### src/rtl/ts_defs.sv
// Shared transport-stream definitions.
// Default packet geometry, sync byte value and the aligner state encodings.
// The downstream RAM wrapper imports the same package.
package ts_defs;

   localparam int unsigned TS_PACKET_LEN = 188;
   localparam logic [7:0]  TS_SYNC_BYTE  = 8'h47;

   localparam logic [1:0] ST_HUNT   = 2'd0;
   localparam logic [1:0] ST_VERIFY = 2'd1;
   localparam logic [1:0] ST_LOCKED = 2'd2;

   typedef enum logic [1:0] {
      StHunt   = ST_HUNT,
      StVerify = ST_VERIFY,
      StLocked = ST_LOCKED
   } ts_state_e;

endpackage

### src/rtl/ts_sync_aligner.sv
// Transport-stream packet aligner (mpeg_clk domain).
// Hunts for SYNC_BYTE at PACKET_LEN spacing, locks after LOCK_COUNT consecutive
// correctly spaced hits, drops lock after UNLOCK_COUNT consecutive misses, and
// forwards bytes only while locked. All outputs are registered (1 cycle latency).
//
// Ports:
//   mpeg_clk       byte clock
//   mpeg_rst       synchronous, active-high reset
//   in_data        raw TS byte
//   in_valid       in_data qualifier
//   mpeg_data      aligned byte (follows in_data every cycle)
//   mpeg_valid     aligned byte valid, only while locked
//   mpeg_sync      first byte of each forwarded packet
//   locked         lock status
//   sync_loss_cnt  saturating count of lock-loss events
module ts_sync_aligner
   import ts_defs::*;
#(
   parameter int unsigned PACKET_LEN   = TS_PACKET_LEN,
   parameter logic [7:0]  SYNC_BYTE    = TS_SYNC_BYTE,
   parameter int unsigned LOCK_COUNT   = 3,
   parameter int unsigned UNLOCK_COUNT = 3
) (
   input  logic        mpeg_clk,
   input  logic        mpeg_rst,
   input  logic [7:0]  in_data,
   input  logic        in_valid,
   output logic [7:0]  mpeg_data,
   output logic        mpeg_valid,
   output logic        mpeg_sync,
   output logic        locked,
   output logic [15:0] sync_loss_cnt
);

   localparam logic [7:0] LastByte  = 8'(PACKET_LEN - 1);
   localparam logic [7:0] LockCnt   = 8'(LOCK_COUNT);
   localparam logic [7:0] UnlockCnt = 8'(UNLOCK_COUNT);

   ts_state_e   state_q, state_d;
   logic [7:0]  byte_cnt_q, byte_cnt_d;
   logic [7:0]  hit_cnt_q, hit_cnt_d;
   logic [7:0]  miss_cnt_q, miss_cnt_d;
   logic [15:0] sync_loss_cnt_q, sync_loss_cnt_d;
   logic [7:0]  mpeg_data_q, mpeg_data_d;
   logic        mpeg_valid_q, mpeg_valid_d;
   logic        mpeg_sync_q, mpeg_sync_d;

   logic       fwd;
   logic       at_sync;
   logic       sync_pos;
   logic       sync_hit;
   logic [7:0] hit_inc;
   logic [7:0] miss_inc;

   always_comb begin
      state_d         = state_q;
      byte_cnt_d      = byte_cnt_q;
      hit_cnt_d       = hit_cnt_q;
      miss_cnt_d      = miss_cnt_q;
      sync_loss_cnt_d = sync_loss_cnt_q;
      fwd             = 1'b0;
      at_sync         = (byte_cnt_q == 8'd0);
      sync_pos        = in_valid && (byte_cnt_q == 8'd0);
      sync_hit        = (in_data == SYNC_BYTE);
      hit_inc         = hit_cnt_q + 8'd1;
      miss_inc        = miss_cnt_q + 8'd1;

      // Spacing is measured in valid bytes only.
      if (in_valid) begin
         byte_cnt_d = (byte_cnt_q == LastByte) ? 8'd0 : byte_cnt_q + 8'd1;
      end

      unique case (state_q)
         StHunt: begin
            if (in_valid && sync_hit) begin
               byte_cnt_d = 8'd1;
               hit_cnt_d  = 8'd1;
               miss_cnt_d = 8'd0;
               if (LOCK_COUNT == 1) begin
                  // byte_cnt is meaningless while hunting, so flag the sync explicitly.
                  state_d = StLocked;
                  fwd     = 1'b1;
                  at_sync = 1'b1;
               end else begin
                  state_d = StVerify;
               end
            end
         end
         StVerify: begin
            if (sync_pos) begin
               if (sync_hit) begin
                  hit_cnt_d = hit_inc;
                  if (hit_inc == LockCnt) begin
                     state_d    = StLocked;
                     miss_cnt_d = 8'd0;
                     // Forward the locking sync byte so downstream sees whole packets.
                     fwd        = 1'b1;
                  end
               end else begin
                  state_d = StHunt;
               end
            end
         end
         StLocked: begin
            fwd = 1'b1;
            if (sync_pos) begin
               if (sync_hit) begin
                  miss_cnt_d = 8'd0;
               end else begin
                  miss_cnt_d = miss_inc;
                  if (miss_inc == UnlockCnt) begin
                     state_d = StHunt;
                     fwd     = 1'b0;
                     if (sync_loss_cnt_q != 16'hFFFF) begin
                        sync_loss_cnt_d = sync_loss_cnt_q + 16'd1;
                     end
                  end
               end
            end
         end
         default: state_d = StHunt;
      endcase

      mpeg_data_d  = in_data;
      mpeg_valid_d = in_valid && fwd;
      mpeg_sync_d  = in_valid && fwd && at_sync;
   end

   always_ff @(posedge mpeg_clk) begin
      if (mpeg_rst) begin
         state_q         <= StHunt;
         byte_cnt_q      <= 8'd0;
         hit_cnt_q       <= 8'd0;
         miss_cnt_q      <= 8'd0;
         sync_loss_cnt_q <= 16'd0;
         mpeg_data_q     <= 8'd0;
         mpeg_valid_q    <= 1'b0;
         mpeg_sync_q     <= 1'b0;
      end else begin
         state_q         <= state_d;
         byte_cnt_q      <= byte_cnt_d;
         hit_cnt_q       <= hit_cnt_d;
         miss_cnt_q      <= miss_cnt_d;
         sync_loss_cnt_q <= sync_loss_cnt_d;
         mpeg_data_q     <= mpeg_data_d;
         mpeg_valid_q    <= mpeg_valid_d;
         mpeg_sync_q     <= mpeg_sync_d;
      end
   end

   assign mpeg_data     = mpeg_data_q;
   assign mpeg_valid    = mpeg_valid_q;
   assign mpeg_sync     = mpeg_sync_q;
   assign locked        = (state_q == StLocked);
   assign sync_loss_cnt = sync_loss_cnt_q;

endmodule

### config.mk
export PLATFORM = sky130hd
export DESIGN_NAME = ts_sync_aligner
export DESIGN_NICKNAME = d
export VERILOG_FILES = /design/src/rtl/ts_defs.sv /design/src/rtl/ts_sync_aligner.sv
export SDC_FILE = /design/constraint.sdc
export NUM_CORES = 1
export LEC_CHECK = 0
export CAP_MARGIN = 20
export CORE_MARGIN = 5
export CORE_UTILIZATION = 35
export CTS_CLUSTER_DIAMETER = 100
export DETAILED_ROUTE_END_ITERATION = 16
export SYNTH_ARGS = -nofsm -noshare
export SYNTH_HDL_FRONTEND = slang
export SYNTH_SLANG_ARGS = --single-unit
### constraint.sdc
create_clock -name mpeg_clk -period 6.07 [get_ports mpeg_clk]
set_input_delay 1.214 -clock mpeg_clk [delete_from_list [all_inputs] [get_ports mpeg_clk]]
set_output_delay 1.214 -clock mpeg_clk [all_outputs]
set_load 0.05 [all_outputs]
==> results of run 1 <==
==> metal layers <==
| layer | vias up | wire length [um] | GRT usage [%] |
|---|---|---|---|
| li1 | 1312 | - | - |
| met4 | 0 | 150 | 5.078 |
| met1 | 1168 | 3031 | 17.41 |
| met5 | - | 0 | 0 |
| met2 | 40 | 2948 | 21.10 |
| met3 | 10 | 182 | 2.630 |
==> metrics by stage <==
step / hold WS [ps] / utilization, % / std cells
floorplan: 459.5 / - / 344
global placement: 481.8 / 40.72 / 470
detailed placement: 489.7 / 40.72 / 470
CTS: 504.9 / 41.91 / 478
global route: 527.0 / 41.91 / 478
finish: 500.2 / 41.91 / 478
==> worst paths after layout <==
kind	cells after the start	slack, ps	end
min reg2reg	2	500	hit_cnt_q[7]$_SDFFE_PP0P_
min	2	500	hit_cnt_q[7]$_SDFFE_PP0P_
max reg2reg	7	3470	sync_loss_cnt[14]$_SDFFE_PP0P_
max	6	2730	sync_loss_cnt[14]$_SDFFE_PP0P_
==> power by group <==
| group | switching [W] | total (W) | internal (W) |
|---|---|---|---|
| clock network | 0.000126 | 0.000211 | 0.0000848 |
| registers | 0.00000269 | 0.000348 | 0.000346 |
| logic | 0.0000372 | 0.0000604 | 0.0000232 |
| total | 0.000166 | 0.000619 | 0.000454 |
==> area by class of cell <==
| cell class | count | area, um2 | share of cell area (%) |
|---|---|---|---|
| clock inverters | 3 | 27.53 | 0.8115 |
| clock buffers | 5 | 68.82 | 2.029 |
| flip-flops and latches | 52 | 1041 | 30.69 |
| multi-input cells | 260 | 1689 | 49.80 |
| well taps | 105 | 131.4 | 3.873 |
| inverters | 15 | 56.30 | 1.660 |
| repair buffers | 38 | 377.9 | 11.14 |
==> logic make-up (layout without fill, tap and decap cells) <==
family | after synthesis | count (layout) | share of synthesized area [%]
adder cells (fa/ha/maj) | 10 | 10 | 4.365
AO/OA/AOI/OAI | 74 | 74 | 17.29
flip-flops | 52 | 52 | 36.32
multiplexers | 5 | 5 | 1.833
XOR/XNOR | 11 | 11 | 3.361
buffers and inverters | 32 | 61 | 4.757
AND/OR/NAND/NOR | 160 | 160 | 32.08
==> synth_stat cells, types with 10 or more instances <==
| cell type | instances |
|---|---|
| dfxtp_1 | 52 |
| nand2_1 | 37 |
| a21oi_1 | 25 |
| nand3_1 | 22 |
| nor2_1 | 21 |
| inv_1 | 15 |
| clkbuf_1 | 14 |
| o21ai_0 | 12 |
| nand4_1 | 11 |
| nor2b_1 | 11 |
| or4_1 | 11 |
| ha_1 | 10 |
| o31ai_1 | 10 |
==> registers in the layout (all words and copies together) (netlist names) <==
| name | count |
|---|---|
| sync_loss_cnt | 16 |
| byte_cnt_q | 8 |
| hit_cnt_q | 8 |
| miss_cnt_q | 8 |
| mpeg_data | 8 |
| state_q | 2 |
| mpeg_sync | 1 |
| mpeg_valid | 1 |
==> worst register-to-register path, delay by kind of cell, from the launching register on <==
kind	cells	cell delay (ps)
XOR/XNOR	1	160
flip-flops	1	400
AND/OR/NAND/NOR	3	1080
multiplexers	1	360
adder cells (fa/ha/maj)	1	360
AO/OA/AOI/OAI	1	150
==> results.ini, run 1 <==
[drt]
finalWirelength_um = 6312
first_pass_iters = 4
ant_nets = 0
drc = 0
drt_iter0_drc = 141
num_vias = 2530
via_per_inst = 5.293
routedWlPerCell_um = 13.21

[sta]
setup_violations = 0
worstMarginPinSlew_ps = 829.6
min_period_ps = 3343
rsz0062_at_grt = no
drv_slew = 0
min_period_over_period_pct = 55.08
final_hold_viol_count = 0
setup_tns_ps = 0
relSlewSlack_pct = 44.27
fmax_ghz = 0.2991
setup_ws_ps = 2727
fin_skew_ps = 8.677

[placed_design]
place_hpwl_um = 4555
dpl_cell_area_mm2 = 0.003296
dp_slack_ps = 2415
io_buffers = 37
finalWeightedCongestion = 0.7804

[die]
initial_core_util_pct = 35.42
die_w_um = 100.5
die_h_um = 100.5
core_area_mm2 = 0.008093
rows = 33
pin_count = 38
die_area_mm2 = 0.01010

[run]
cap_violations = 0

[worst_setup_path]
rr_startpoint = miss_cnt_q[1]$_SDFFE_PP0P_
cp_max_fo = 26
timing.critical_path.cells = clkdlybuf4s50_1 -> nand3_1 -> nor4_4 -> nand3_4 -> nor4_1 -> mux2_1
critPathCaptureType = register
cp_num_buf_inv = 1
crit_slowest_cell = clkdlybuf4s50_1
critPathMaxStageDelay_ps = 750
cp_data_required_time_ps = 6280
cp_data_arrival_time_ps = 3560
cp_top_family = simple AND/OR/NAND/NOR gates
critPathLaunchType = input pin
crit_type = input pin to register
crit_path_start = in_valid

[min_path]
worstHoldPathType = register to register
hp-start = hit_cnt_q[7]$_SDFFE_PP0P_

[synthesis]
ys_seq_elements = 52
synth_cell_type_count = 62
yosysTopAreaCell = dfxtp_1
synth_edf_count = 0
ys_seq_area_share_pct = 36.32
syn-mean-instance-area_um2 = 8.333
synth_nets = 365
yosysTopAreaCellShare_pct = 36.32
synth_ff_type = dfxtp_1
netlist_area_mm2 = 0.002866
ys_warn_count = 0
async_flop_share_pct = 0
synth_cells = 344
synth_area_leaders = dfxtp_1 36%, nand2_1 4.8%, a21oi_1 4.4%

[cells_and_area]
layout_commonest_cell = dfxtp_1
area_growth_pct = 18.33
num_antenna_cells = 0
final_cell_mix = 52 x dfxtp_1, 37 x nand2_1, 37 x clkdlybuf4s50_1, 25 x a21oi_1, 22 x nand3_1
drive_above_1_share_pct = 6.434
fillers = 847
postLayoutCellArea_mm2 = 0.003392
fin_nets = 393

[global_routing]
antenna_found_initial = 0
grt_usage_pct = 13.16
grt_pass1_wl_um = 11080
grt_remaining_overflow = 0
grt_start_max_net_pins = 46
grt_pass1_vias = 2372

[pwr]
p_leak_nw = 1.083
power_w = 0.0006193
ir_worst_vdd_mv = 0.07114
p_per_area_mw_per_mm2 = 182.6

[outcome]
status = complete, no violations

[clocking]
cts_resized = 0
cts_root_buf = clkbuf_8
cts.reportedPaths.clkPinSlew_ps = 100
numCtsBuffers = 5
htree_num_levels = 2
clk_latency_ps = 320
cts_buffer_depth = 2
ctsHoldBuffers = 0
cts_tree = done
cts_sinks = 52
postCtsSetupBuffers = 0

No activity file was read; power rests on OpenSTA's default activity.
==> run 2: changes to the inputs <==
- clock period: 6.07 -> 2.9 ns (I/O delays scaled with it)
==> run 2 against run 1 <==
Net effect:
- wire length is 7.5% higher
- die area stayed put
- sequential cell count unchanged
- sequential power up 110%
- register-to-register slack lost 3000 ps
- first-iteration DRC count shrank 35%
- largest cell class unchanged
- critical path depth up 1
- clock-buffer cell count unchanged
- worst setup slack worse by 2300 ps
==> results.ini, run 2 (synthesis gave the netlist of run 1 again) <==
[sta]
final_hold_viol_count = 0
setup_violations = 0
setup_tns_ps = 0
rsz0062_at_grt = no
fmax_ghz = 0.3974
min_period_ps = 2516
fin_skew_ps = 8.259
relSlewSlack_pct = 46.60
worstMarginPinSlew_ps = 794.8
drv_slew = 0
min_period_over_period_pct = 86.77

[placed_design]
dpl_cell_area_mm2 = 0.003348
place_hpwl_um = 4911
finalWeightedCongestion = 0.8923
io_buffers = 37

[worst_setup_path]
critPathCaptureType = register
cp_max_fo = 8
critPathMaxStageDelay_ps = 620
critPathLaunchType = input pin
timing.critical_path.cells = clkdlybuf4s50_1 -> nand4b_1 -> nor2_2 -> nor3_1 -> nand3_1 -> or3_1 -> o21ai_0
cp_data_arrival_time_ps = 2760
cp_data_required_time_ps = 3140
crit_slowest_cell = nor3_1
crit_type = input pin to register

[pwr]
p_seq_share_pct = 56.2
p_sw_w = 0.0003482
p_per_area_mw_per_mm2 = 377.1
ir_worst_vdd_mv = 0.1821
p_int_w = 0.0009487
swShare_pct = 26.85
clkPwrFrac_pct = 33.5
combPwrFrac_pct = 10.3
p_leak_nw = 1.121

[global_routing]
grt_pass1_vias = 2448
grt_pass1_wl_um = 11580
antenna_found_initial = 0
grt_usage_pct = 13.98
grt_start_max_net_pins = 45
grt_remaining_overflow = 0

[cells_and_area]
layout_commonest_cell = dfxtp_1
fin_nets = 400
fillers = 836
area_growth_pct = 19.99
num_antenna_cells = 0
drive_above_1_share_pct = 8.158
postLayoutCellArea_mm2 = 0.003440
largest_reg_flops = 16
final_cell_mix = 52 x dfxtp_1, 37 x nand2_1, 37 x clkdlybuf4s50_1, 25 x a21oi_1, 22 x nand3_1
final_core_util_pct = 42.50

[drt]
num_vias = 2565
wl_met1_um = 3143
drt_iter0_drc = 91
first_pass_iters = 4
finalWirelength_um = 6785
wl_met3_um = 197
via_per_inst = 5.289
drc = 0
routedWlPerCell_um = 13.99
wl_met2_um = 3312
top_layer_used = met4
ant_nets = 0

[clocking]
cts_root_buf = clkbuf_8
clk_latency_ps = 310
htree_num_levels = 2
numCtsBuffers = 5
cts_sinks = 52
cts.reportedPaths.clkPinSlew_ps = 100
cts_resized = 0
cts_buffer_depth = 2
postCtsSetupBuffers = 0
cts_tree = done
ctsHoldBuffers = 0

[outcome]
status = complete, no violations

[min_path]
worstHoldPathType = register to register

[die]
die_area_mm2 = 0.01010
core_area_mm2 = 0.008093
rows = 33
initial_core_util_pct = 35.42
pin_count = 38
die_w_um = 100.5
die_h_um = 100.5

[run]
cap_violations = 0

run 2: changes by cell type in the layout (fill, tap and decap cells not counted), sizes merged:
| cell | delta |
|---|---|
| buf | +7 |
| clkinv | +1 |
| clkinvlp | -1 |
run 2: critical path: cells and delay by family:
kind	cells	cell delay (ps)
AO/OA/AOI/OAI	1	70
AND/OR/NAND/NOR	5	1640
buffers and inverters	1	470
run 2: cell type report:
| type | instances | area [um2] | area share, % |
|---|---|---|---|
| Multi-Input combinational cell | 260 | 1689 | 49.11 |
| Tap cell | 105 | 131.4 | 3.820 |
| Timing Repair Buffer | 45 | 430.4 | 12.51 |
| Clock buffer | 5 | 68.82 | 2.001 |
| Clock inverter | 3 | 22.52 | 0.6548 |
| Sequential cell | 52 | 1041 | 30.27 |
| Inverter | 15 | 56.30 | 1.637 |
run 2: path summary, 6_finish.rpt:
check / startpoint / to / slack (ps) / cells past startpoint
max: in_data[3] / miss_cnt_q[3]$_SDFFE_PP0P_ / 380 / 7
min: sync_loss_cnt[11]$_SDFFE_PP0P_ / sync_loss_cnt[11]$_SDFFE_PP0P_ / 500 / 2
max reg2reg: byte_cnt_q[0]$_SDFF_PP0_ / sync_loss_cnt[14]$_SDFFE_PP0P_ / 430 / 8
min reg2reg: sync_loss_cnt[11]$_SDFFE_PP0P_ / sync_loss_cnt[11]$_SDFFE_PP0P_ / 500 / 2
run 2: power groups by stage:
stage | Clock [W] | Sequential, W | Combinational (W)
floorplan | 0 | 0.000766 | 0.0000652
global placement | 0 | 0.000746 | 0.000133
detailed placement | 0 | 0.000746 | 0.000134
CTS | 0.000456 | 0.000729 | 0.000135
global route | 0.000482 | 0.000731 | 0.000146
finish | 0.000434 | 0.000729 | 0.000134
run 2: per-layer routing:
metal | vias up | global-route usage [%]
met5 | - | 0
met2 | 44 | 24.36
met1 | 1190 | 17.33
li1 | 1320 | -
met3 | 11 | 2.491
met4 | 0 | 4.767
run 2: metrics by stage:
| step | cells | power, W | hold WS [ps] | setup WS [ps] |
|---|---|---|---|---|
| 6_report | 485 | 0.001297 | 503.2 | 383.5 |
| 5_1_grt | 485 | 0.001359 | 527.4 | 183.4 |
| 4_1_cts | 485 | 0.001320 | 502.1 | 396.5 |
| 3_5_place_dp | 477 | 0.0008795 | 487.1 | 49.46 |
| 3_3_place_gp | 477 | 0.0008788 | 480.8 | 125.9 |
| 2_1_floorplan | 344 | 0.0008309 | 459.5 | 476.2 |
